===== config.mk =====
export PLATFORM = sky130hd
export DESIGN_NAME = chebyshev_coeff_sequencer
export DESIGN_NICKNAME = d
export VERILOG_FILES = /design/src/rtl/chebyshev_coeff_sequencer.sv
export SDC_FILE = /design/constraint.sdc
export NUM_CORES = 1
export LEC_CHECK = 0
export ABC_AREA = 0
export CORE_MARGIN = 4
export CORE_UTILIZATION = 64
export DETAILED_ROUTE_END_ITERATION = 6
export GPL_TIMING_DRIVEN = 0
export PLACE_DENSITY = 0.86
export SLEW_MARGIN = 30
export SYNTH_ARGS = -nofsm -noshare
export SYNTH_HDL_FRONTEND = slang
export SYNTH_SLANG_ARGS = --single-unit

===== constraint.sdc =====
create_clock -name clock -period 8.9 [get_ports clock]
set_input_delay 2.225 -clock clock [delete_from_list [all_inputs] [get_ports clock]]
set_output_delay 2.225 -clock clock [all_outputs]
set_load 0.005 [all_outputs]

===== src/rtl/chebyshev_coeff_sequencer.sv =====
// rtl/chebyshev_coeff_sequencer.sv - coefficient store and beat sequencer for the Chebyshev datapath
//
// Holds c[0..2^ORDER_WIDTH-1]. For each accepted sample x it streams c[N] down to c[0],
// one per cycle, alongside x. It then captures the datapath result and offers it
// on a valid/ready port.
//
// Ports:
//   clock, resetn                      clock, synchronous active-low reset
//   coeff_wr_en/addr/data, wr_ready    coefficient write port (accepted only in IDLE)
//   order, x_valid, x_data, x_ready    sample input; order sampled on the x handshake
//   cmp_valid/data/coeff/first/last    beat stream to the datapath (no backpressure)
//   cmp_result, cmp_result_valid       datapath result strobe (honoured only in WAIT)
//   y_data, y_valid, y_ready           result output
//   busy                               sequencer not idle
module chebyshev_coeff_sequencer #(
  parameter int WORD_LENGTH  = 16,
  parameter int COEFF_LENGTH = 16,
  parameter int ORDER_WIDTH  = 4
) (
  input  logic                    clock,
  input  logic                    resetn,
  input  logic                    coeff_wr_en,
  input  logic [ORDER_WIDTH-1:0]  coeff_wr_addr,
  input  logic [COEFF_LENGTH-1:0] coeff_wr_data,
  output logic                    coeff_wr_ready,
  input  logic [ORDER_WIDTH-1:0]  order,
  input  logic                    x_valid,
  input  logic [WORD_LENGTH-1:0]  x_data,
  output logic                    x_ready,
  output logic                    cmp_valid,
  output logic [WORD_LENGTH-1:0]  cmp_data,
  output logic [COEFF_LENGTH-1:0] cmp_coeff,
  output logic                    cmp_first,
  output logic                    cmp_last,
  input  logic [WORD_LENGTH-1:0]  cmp_result,
  input  logic                    cmp_result_valid,
  output logic [WORD_LENGTH-1:0]  y_data,
  output logic                    y_valid,
  input  logic                    y_ready,
  output logic                    busy
);

  localparam int DEPTH = 1 << ORDER_WIDTH;

  typedef enum logic [1:0] {
    S_IDLE,
    S_ISSUE,
    S_WAIT,
    S_OUTPUT
  } state_t;

  state_t                  state;
  state_t                  state_next;
  logic [ORDER_WIDTH-1:0]  idx;
  logic [ORDER_WIDTH-1:0]  idx_dec;
  logic [COEFF_LENGTH-1:0] mem [DEPTH];
  logic [COEFF_LENGTH-1:0] first_coeff;
  logic                    x_fire;
  logic                    wr_fire;

  // x_ready is a register that is low during reset and the cycle reset is
  // released, so both handshakes are gated by it rather than by state alone.
  assign coeff_wr_ready = x_ready;
  assign x_fire         = x_valid & x_ready;
  assign wr_fire        = coeff_wr_en & coeff_wr_ready;
  assign idx_dec        = idx - ORDER_WIDTH'(1);

  // A write landing on the same edge as the x handshake must be seen by the
  // first beat, which is loaded on that same edge.
  assign first_coeff = (wr_fire && (coeff_wr_addr == order)) ? coeff_wr_data : mem[order];

  always_ff @(posedge clock) begin
    if (!resetn) begin
      state <= S_IDLE;
    end else begin
      state <= state_next;
    end
  end

  always_comb begin
    state_next = state;
    case (state)
      S_IDLE:   if (x_fire) state_next = S_ISSUE;
      S_ISSUE:  if (idx == '0) state_next = S_WAIT;
      S_WAIT:   if (cmp_result_valid) state_next = S_OUTPUT;
      S_OUTPUT: if (y_ready) state_next = S_IDLE;
      default:  state_next = S_IDLE;
    endcase
  end

  // Outputs are registered from the next state so they line up with the
  // state they describe.
  always_ff @(posedge clock) begin
    if (!resetn) begin
      x_ready   <= 1'b0;
      busy      <= 1'b0;
      cmp_valid <= 1'b0;
      y_valid   <= 1'b0;
      cmp_first <= 1'b0;
      cmp_last  <= 1'b0;
      cmp_data  <= '0;
      cmp_coeff <= '0;
      y_data    <= '0;
      idx       <= '0;
      for (int i = 0; i < DEPTH; i++) begin
        mem[i] <= '0;
      end
    end else begin
      x_ready   <= (state_next == S_IDLE);
      busy      <= (state_next != S_IDLE);
      cmp_valid <= (state_next == S_ISSUE);
      y_valid   <= (state_next == S_OUTPUT);

      if (wr_fire) begin
        mem[coeff_wr_addr] <= coeff_wr_data;
      end

      case (state)
        S_IDLE: begin
          if (x_fire) begin
            cmp_data  <= x_data;
            idx       <= order;
            cmp_coeff <= first_coeff;
            cmp_first <= 1'b1;
            cmp_last  <= (order == '0);
          end
        end
        S_ISSUE: begin
          cmp_first <= 1'b0;
          if (idx != '0) begin
            // Memory cannot change here: writes are refused outside IDLE.
            idx       <= idx_dec;
            cmp_coeff <= mem[idx_dec];
            cmp_last  <= (idx_dec == '0);
          end else begin
            cmp_last <= 1'b0;
          end
        end
        S_WAIT: begin
          if (cmp_result_valid) begin
            y_data <= cmp_result;
          end
        end
        default: ;
      endcase
    end
  end

endmodule


; ---- Word level (Yosys, flattened, before mapping)
; Memory sizes are Yosys's and may differ from the RTL's.
; Index checks and enable logic that the tools add are counted.
[classes]
n_addsub = 1
mux = 24
bitwise_logic = 2
reduce_logical = 14
n_eq_ne = 8
[ops]
columns = cell, count
row1 = $mux 16, 4
row2 = $pmux 16 s2, 1
row3 = $reduce_or 16->1, 1
row4 = $logic_not 4->1, 3
row5 = $mux 4, 3
row6 = $mux 1, 8
row7 = $mux 2, 4
row8 = $pmux 2 s4, 1
row9 = $pmux 4 s2, 1
row10 = $eq 2x2->1 const B, 3
row11 = $reduce_and 2->1, 3
row12 = $eq 2x1->1 const B, 2
row13 = $eq 4x4->1, 1
row14 = $logic_not 2->1, 2
row15 = $ne 2x2->1 const B, 2
row16 = $pmux 1 s2, 2
row17 = $reduce_bool 2->1, 2
row18 = $reduce_bool 4->1, 1
row19 = $sub 4x1->4 const B, 1
row20 = $reduce_and 3->1, 1
row21 = $and 1x1->1, 2
row22 = $logic_and 1x1->1, 1
[word_totals]
mem_bits_rw = 256
in_bits = 62
memories = 1
reg_bits = 60
[mem_list]
columns = name, depth, width, read_ports, rd_clocked_by_memory_dff, wr, line_no
row1 = mem, 16, 16, 2, 0, 16, 56  ; logic [COEFF_LENGTH-1:0] mem [DEPTH];

; ---- Logic depth before layout (Yosys ltp)
; Gate-level depths: netlist of the first run.
[logic_depth]
ltp_word = 6
mapped_depth = 11

; ---- Least setup slack after synthesis of the first run
; Ideal clock, no wire load.
[synth_path]
kind = input to register
from = input resetn
to = memory mem[13][0] (enable)
path_buffers = 2
path_slack_ps = 4244
arrival_ps = 4244
stages = 5
path_cell_list = clkbuf_1 -> nand3_1 -> or3_1 -> clkbuf_1 -> o21ai_0
[synth_lines]
columns = item, line_no
row1 = start: declaration, 21  ; input logic resetn,
row2 = end: declaration, 56

==> flow_summary.yaml, run 1 <==
status:
  status: "finished clean"
job:
  drv_cap: 0
pwr:
  p_switching_mw: 1.05
  p_int_mw: 2.74
  leakage_nw: 7.01
  peakVddDrop_uv: 172
  power_density_nw_per_um2: 202
  power_frac_comb_pct: 21.9
  p_clk_share_pct: 32.7
  pwr-share-seq_pct: 45.4
  sw_frac_of_total_pct: 27.8
  finalPower_mw: 3.79
final_layout:
  syn_to_final_growth_pct: 16.5
  layout-drive-gt1-share_pct: 15.0
  diodes: 0
  fin_nets: 1441
  final.fill_count: 1485
yosys:
  syn_inst: 1219
  synth_cell_type_count: 48
  yosysSeqAreaShare_pct: 55.0
  synth_ff_type: "edfxtp_1"
  synthMuxAreaShare_pct: 21.2
  synth_edf_count: 256
  synth_compound_area_share_pct: 5.85
  synth_nets: 1283
  synthAdderAreaFrac_pct: 0.155
  synthTopCellsByArea: "edfxtp_1 (48%), mux4_2 (13%), and2_1 (10%), dfxtp_1 (7.4%), mux2i_1 (6.8%)"
  syn-cell-area_um2: 16200
  async_flop_share_pct: 0
  synth_top_family_by_area: "multiplexers"
  synth-xor-area-share_pct: 0.325
  synth-simple-area-share_pct: 14.5
  syn_avg_cell_area_um2: 13.3
  synth_top_cell_area_share_pct: 47.6
  ys.warnings.count: 0
  synth-seq-cells: 316
  yosys.area.top_type: "edfxtp_1"
detailed_routing:
  drc_errors: 0
  wl_per_cell_um: 25.8
  drt_iter0_drc: 1687
  drt_wl_total_um: 44500
  via_per_inst: 6.58
  vias: 11400
  ant_nets: 0
  firstDrtPassIters: 6
worst_setup_path:
  critical_path_class: "primary input to flop"
  startpoint_type: "primary input"
  critPathCaptureType: "flop"
  path_buf_inv: 1
  ff2ff_path_depth: 10
  cp_top_family: "simple AND/OR/NAND/NOR gates"
  critPathSlowestCell: "nand2b_1"
  slowest_delay_ns: 0.81
  crit_arrival_ns: 4.99
  cp_cell_sequence: "clkdlybuf4s50_1, nand3_1, nor2_1, nand2_1, nor3_1, nand2b_1"
  cp.required_ns: 9.09
  critPathMaxFanout: 16
  r2r_slack_ns: 5.13
  r2r_end: "cmp_coeff[9]"
  reg2reg_from: "idx[0]"
die:
  die_w_um: 167
  coreArea_um2: 24600
  row_count: 57
  start_util_pct: 65.7
  fp.dieH_um: 167
  die_area_um2: 27900
  io_pins: 117
sta:
  tns_ns: 0
  min_period_ns: 4.81
  setup_viol: 0
  holdWs_ns: 0.454
  maxSlewHeadroom_pct: 36.7
  drv_slew: 0
  hold_viol: 0
  finalCritPeriodShare_pct: 54.0
  fmax_ghz: 0.208
  fin_worst_skew_ns: 0.0120
  grt_setup_unrepaired: "no"
  tightest_slew_ns: 0.950
global_route:
  grt.overflow.total: 0
  grtUsageMet3_pct: 8.18
  antenna_found_initial: 0
  grt_start_max_net_pins: 17
  grt_pass1_wl_um: 68300
  use_met2_pct: 49.5
  gr-usage-met1_pct: 45.2
  grt_pass1_vias: 11300
  busiest_layer: "met2"
  grtUsageTotal_pct: 31.8
placed_design:
  portBuffers: 113
  dp.final_hpwl_um: 33700
  gp_congestion: 0.930
hold_path:
  holdCritStartpoint: "cmp_data[2]"
  hold_class: "flop to flop"
  hold_path_end: "cmp_data[2]"
  hold_path_depth: 2
cts:
  ctsHoldBuffers: 0
  cts.clk_slew.worst_paths_ns: 0.06
  clkSinkCount: 316
  insertion_delay_ns: 0.57
  post_cts.repair.setup_buffers: 0
  htree_num_levels: 1
  cts_tree: "done"
  cts-resized-gates: 0
  cts_made_buffers: 31
  clockBufferDepth: 3
  cts_root_buffer: "clkbuf_16"
==> placed cells by master, fill, tap and decap left out, drive strengths merged, types with 2 or more instances in the layout <==
master	instances
nor3	7
nand2b	7
nand2	93
mux2i	110
a211oi	2
or3b	3
inv	10
clkbuf	115
o22a	14
dfxtp	60
a211o	17
nand3b	3
or3	4
o21ai	18
nand4	2
xor2	4
o211ai	16
mux2	15
and2	260
clkdlybuf4s50	113
nor2	22
ha	2
buf	49
and3	3
xnor2	2
o22ai	32
a21oi	39
mux4	96
nor2b	2
edfxtp	256
clkinv	7
a31oi	2
nand3	5
==> routing by layer <==
metal / vias up / wire, µm
li1: 4868 / -
met1: 5537 / 16500
met2: 876 / 20600
met3: 82 / 6200
met4: 0 / 1230
met5: - / 0
==> power groups by stage <==
stage                     sequential [mW]  combinational (mW)  clock [mW]
final                                1.72               0.831        1.24
after global routing                 1.73               0.872        1.31
after CTS                            1.72               0.811        1.24
after detailed placement             1.75               0.805           0
after global placement               1.75               0.779           0
after floorplan                      1.73               0.520           0
==> flip-flops by register name (all words and copies together) (netlist names) <==
name	cells
busy	1
mem	256
y_valid	1
cmp_coeff	16
cmp_data	16
idx	4
coeff_wr_ready	1
cmp_first	1
cmp_valid	1
cmp_last	1
y_data	16
state	2
==> cells in the mapped netlist, types with 3 or more instances <==
master	count
o22ai_1	32
xor2_1	4
nand2_1	93
o21ai_0	17
o211ai_1	16
mux2i_1	110
nor2_1	22
nand3_1	5
nor3_1	5
a211o_1	17
o22a_1	14
and3_1	3
buf_1	9
clkbuf_1	68
edfxtp_1	256
or3b_2	3
nand2b_1	7
mux2_2	15
inv_1	8
nand3b_1	3
and2_1	259
or3_1	4
dfxtp_1	60
a21oi_1	39
buf_2	25
mux4_2	96
==> metrics by stage <==
step / setup WS, ns / cells / utilization [%] / instance area (µm²)
2_1_floorplan: 4.24 / 1219 / - / 16200
6_report: 4.09 / 1726 / 76.5 / 18800
5_1_grt: 4.03 / 1726 / 76.5 / 18800
3_5_place_dp: 3.63 / 1668 / 72.6 / 17900
3_3_place_gp: 3.18 / 1656 / 71.9 / 17700
4_1_cts: 4.19 / 1726 / 76.5 / 18800
==> worst max path at each step <==
| stage | from | to | slack (ns) | depth (start not counted) |
|---|---|---|---|---|
| floorplan | resetn | mem[13][0] | 4.24 | 5 |
| CTS | coeff_wr_en | mem[3][11] | 4.19 | 6 |
| detailed placement | coeff_wr_en | mem[2][12] | 3.63 | 6 |
| global placement | coeff_wr_en | mem[4][14] | 3.18 | 5 |
| global route | coeff_wr_en | mem[2][11] | 4.03 | 6 |
| finish | coeff_wr_en | mem[3][11] | 4.09 | 6 |
==> worst register-to-register path, stage by stage (launching register included) <==
cell and delay [ns]:
dfxtp_1 0.44, buf_2 0.35, buf_2 0.40, inv_1 0.15, ha_1 0.33, buf_2 0.30
clkbuf_1 0.75, mux4_2 0.48, mux2i_1 0.20, o22a_1 0.15, o211ai_1 0.08
==> logic make-up (layout without fill, tap and decap cells) <==
family,after synthesis,in the layout
xor+xnor,6,6
fa+ha+maj,2,2
buf+inv,113,296
compound gates,145,145
flops,316,316
simple gates,416,416
mux,221,221
==> area by class of cell <==
type / count / area (µm²) / area share (%)
Timing Repair Buffer: 125 / 1270 / 6.73
Tap cell: 324 / 405 / 2.15
Sequential cell: 316 / 8890 / 47.2
Buffer: 105 / 444 / 2.36
Multi-Input combinational cell: 790 / 6840 / 36.3
Clock inverter: 11 / 83.8 / 0.445
Inverter: 8 / 30.0 / 0.160
Clock buffer: 47 / 866 / 4.60
No activity file was read; power rests on OpenSTA's default activity.
==> run 2: changes to the inputs <==
--- a/config.mk
+++ b/config.mk
@@ -7,10 +7,10 @@
 export LEC_CHECK = 0
 export ABC_AREA = 0
 export CORE_MARGIN = 4
-export CORE_UTILIZATION = 64
+export CORE_UTILIZATION = 54
 export DETAILED_ROUTE_END_ITERATION = 6
 export GPL_TIMING_DRIVEN = 0
-export PLACE_DENSITY = 0.86
+export PLACE_DENSITY = 0.77
 export SLEW_MARGIN = 30
 export SYNTH_ARGS = -nofsm -noshare
 export SYNTH_HDL_FRONTEND = slang
==> constraint.sdc (replaced) <==
create_clock -name clock -period 3.92 [get_ports clock]
set_input_delay 0.98 -clock clock [delete_from_list [all_inputs] [get_ports clock]]
set_output_delay 0.98 -clock clock [all_outputs]
set_load 0.005 [all_outputs]
==> flow_summary.yaml, run 2 (synthesis results as in run 1) <==
cts:
  cts_root_buffer: "clkbuf_16"
  cts_tree: "done"
  ctsHoldBuffers: 0
  clkSinkCount: 316
  clockBufferDepth: 3
  cts.clk_slew.worst_paths_ns: 0.06
  cts_made_buffers: 31
  htree_num_levels: 1
  insertion_delay_ns: 0.57
sta:
  setup_viol: 0
  fmax_ghz: 0.264
  hold_viol: 0
  grt_setup_unrepaired: "yes"
  maxSlewHeadroom_pct: 35.9
  finalCritPeriodShare_pct: 96.5
  tns_ns: 0
  fin_worst_skew_ns: 0.0227
  tightest_slew_ns: 0.961
  drv_slew: 0
  min_period_ns: 3.78
hold_path:
  hold_class: "flop to flop"
  holdCritStartpoint: "cmp_data[12]"
final_layout:
  final_common_cell: "and2_1"
  regMostFlops: "mem"
  diodes: 0
  layout-drive-gt1-share_pct: 15.7
  finalNonFillerCells: 1791
  final_cell_mix: "and2_1 (259), edfxtp_1 (256), clkdlybuf4s50_1 (113)"
  syn_to_final_growth_pct: 17.4
  largest_reg_flops: 256
  fin_nets: 1441
pwr:
  power_density_nw_per_um2: 463
  pwr-share-seq_pct: 44.5
  finalPower_mw: 8.78
  p_clk_share_pct: 33.9
  power_frac_comb_pct: 21.6
  leakage_nw: 7.05
  p_switching_mw: 2.43
  peakVddDrop_uv: 336
  sw_frac_of_total_pct: 27.7
  p_int_mw: 6.35
die:
  row_count: 63
  coreArea_um2: 29600
  fp.dieH_um: 181
  io_pins: 117
  die_area_um2: 32800
  start_util_pct: 54.7
  die_w_um: 181
worst_setup_path:
  crit_start: "idx[0]"
  startpoint_type: "flop"
  reg2reg_from: "idx[0]"
  crit_arrival_ns: 4.22
  critPathCaptureType: "flop"
  critPathMaxFanout: 10
  cp.required_ns: 4.35
  critical_path_class: "flop to flop"
global_route:
  antenna_found_initial: 1
  grtUsageMet3_pct: 5.76
  grt.overflow.total: 0
  grt_pass1_wl_um: 68600
  use_met2_pct: 43.9
  grt_start_max_net_pins: 17
  gr-usage-met1_pct: 38.3
  grt_pass1_vias: 11100
  grtUsageTotal_pct: 27.3
  busiest_layer: "met2"
detailed_routing:
  drt_wl_total_um: 45500
  drt_iter0_drc: 1407
  firstDrtPassIters: 5
  vias: 11200
  via_per_inst: 6.24
  ant_nets: 0
  drc_errors: 0
  wl_per_cell_um: 25.4
status:
  status: "finished clean"
job:
  drv_cap: 0
placed_design:
  portBuffers: 113
  dp.final_hpwl_um: 34500
  place_inst: 1734
  gp_congestion: 0.960
run 2: cell types whose count changed in the layout (fill, tap and decap cells not counted), moves of 2 or more:
cell,before,now
clkbuf_1,81,69
bufinv_16,1,4
clkbuf_2,0,3
clkbuf_8,3,0
clkinv_2,2,5
clkinv_1,5,7
clkinvlp_2,0,2
clkinvlp_4,1,3
inv_6,2,0
run 2: power by group through the flow:
stage                     clock network [mW]  registers, mW  logic (mW)
after floorplan                            0           3.93        1.18
after global placement                     0           3.97        1.80
after detailed placement                   0           3.97        1.85
after CTS                               3.00           3.90        1.86
after global routing                    3.14           3.92        2.00
final                                   2.97           3.91        1.90
run 2: metrics by stage:
stage | instance area, µm² | setup slack [ns] | util (%) | hold WS, ns
6_report | 19000 | 0.137 | 64.2 | 0.454
5_1_grt | 19000 | -0.00958 | 64.2 | 0.478
4_1_cts | 19000 | 0.00988 | 64.2 | 0.458
3_5_place_dp | 18000 | -0.161 | 60.8 | 0.449
3_3_place_gp | 17800 | -0.840 | 60.1 | 0.442
2_1_floorplan | 16200 | 0.509 | - | 0.453
run 2: cell type report:
cell class	instances	area [µm²]
plain buffers	105	448
clock buffers	35	791
clock inverters	22	213
fillers	2197	10600
inverters	8	30.0
multi-input cells	790	6840
flip-flops and latches	316	8890
well taps	390	488
repair buffers	125	1270
run 2: repair_timing:
| action | CTS | global route |
|---|---|---|
| setup endpoints to repair | 0 | 12 |
| buffers inserted | 0 | 0 |
| gates resized for setup | 0 | 7 |
run 2: routing by layer:
| metal | part of all wire, % | wire length [µm] | vias up |
|---|---|---|---|
| met5 | 0.037 | 17 | - |
| met2 | 47 | 21600 | 702 |
| li1 | - | - | 4852 |
| met1 | 39 | 17700 | 5537 |
| met4 | 2.7 | 1210 | 2 |
| met3 | 11 | 5020 | 86 |
run 2: critical path, stage by stage (launching register included):
cell      delay [ns]
dfxtp_1         0.48
buf_2           0.37
buf_2           0.44
inv_1           0.15
ha_1            0.37
buf_2           0.32
buf_1           0.65
mux4_2          0.48
mux2i_1         0.17
o22a_1          0.15
o211ai_1        0.08
run 2: final timing paths:
kind	to	slack, ns	cells after the start
worst max register to register	cmp_coeff[0]	0.14	10
worst max-delay path	cmp_coeff[0]	0.14	10
worst min-delay path	cmp_data[12]	0.45	2
worst min register to register	cmp_data[12]	0.45	2
==> run 3: changes to the inputs <==
--- a/config.mk
+++ b/config.mk
@@ -6,6 +6,7 @@
 export NUM_CORES = 1
 export LEC_CHECK = 0
 export ABC_AREA = 0
+export CAP_MARGIN = 20
 export CORE_MARGIN = 4
 export CORE_UTILIZATION = 54
 export DETAILED_ROUTE_END_ITERATION = 6
==> results of run 3 <==
The final DEF is identical to that of run 2; final timing and power are the same.
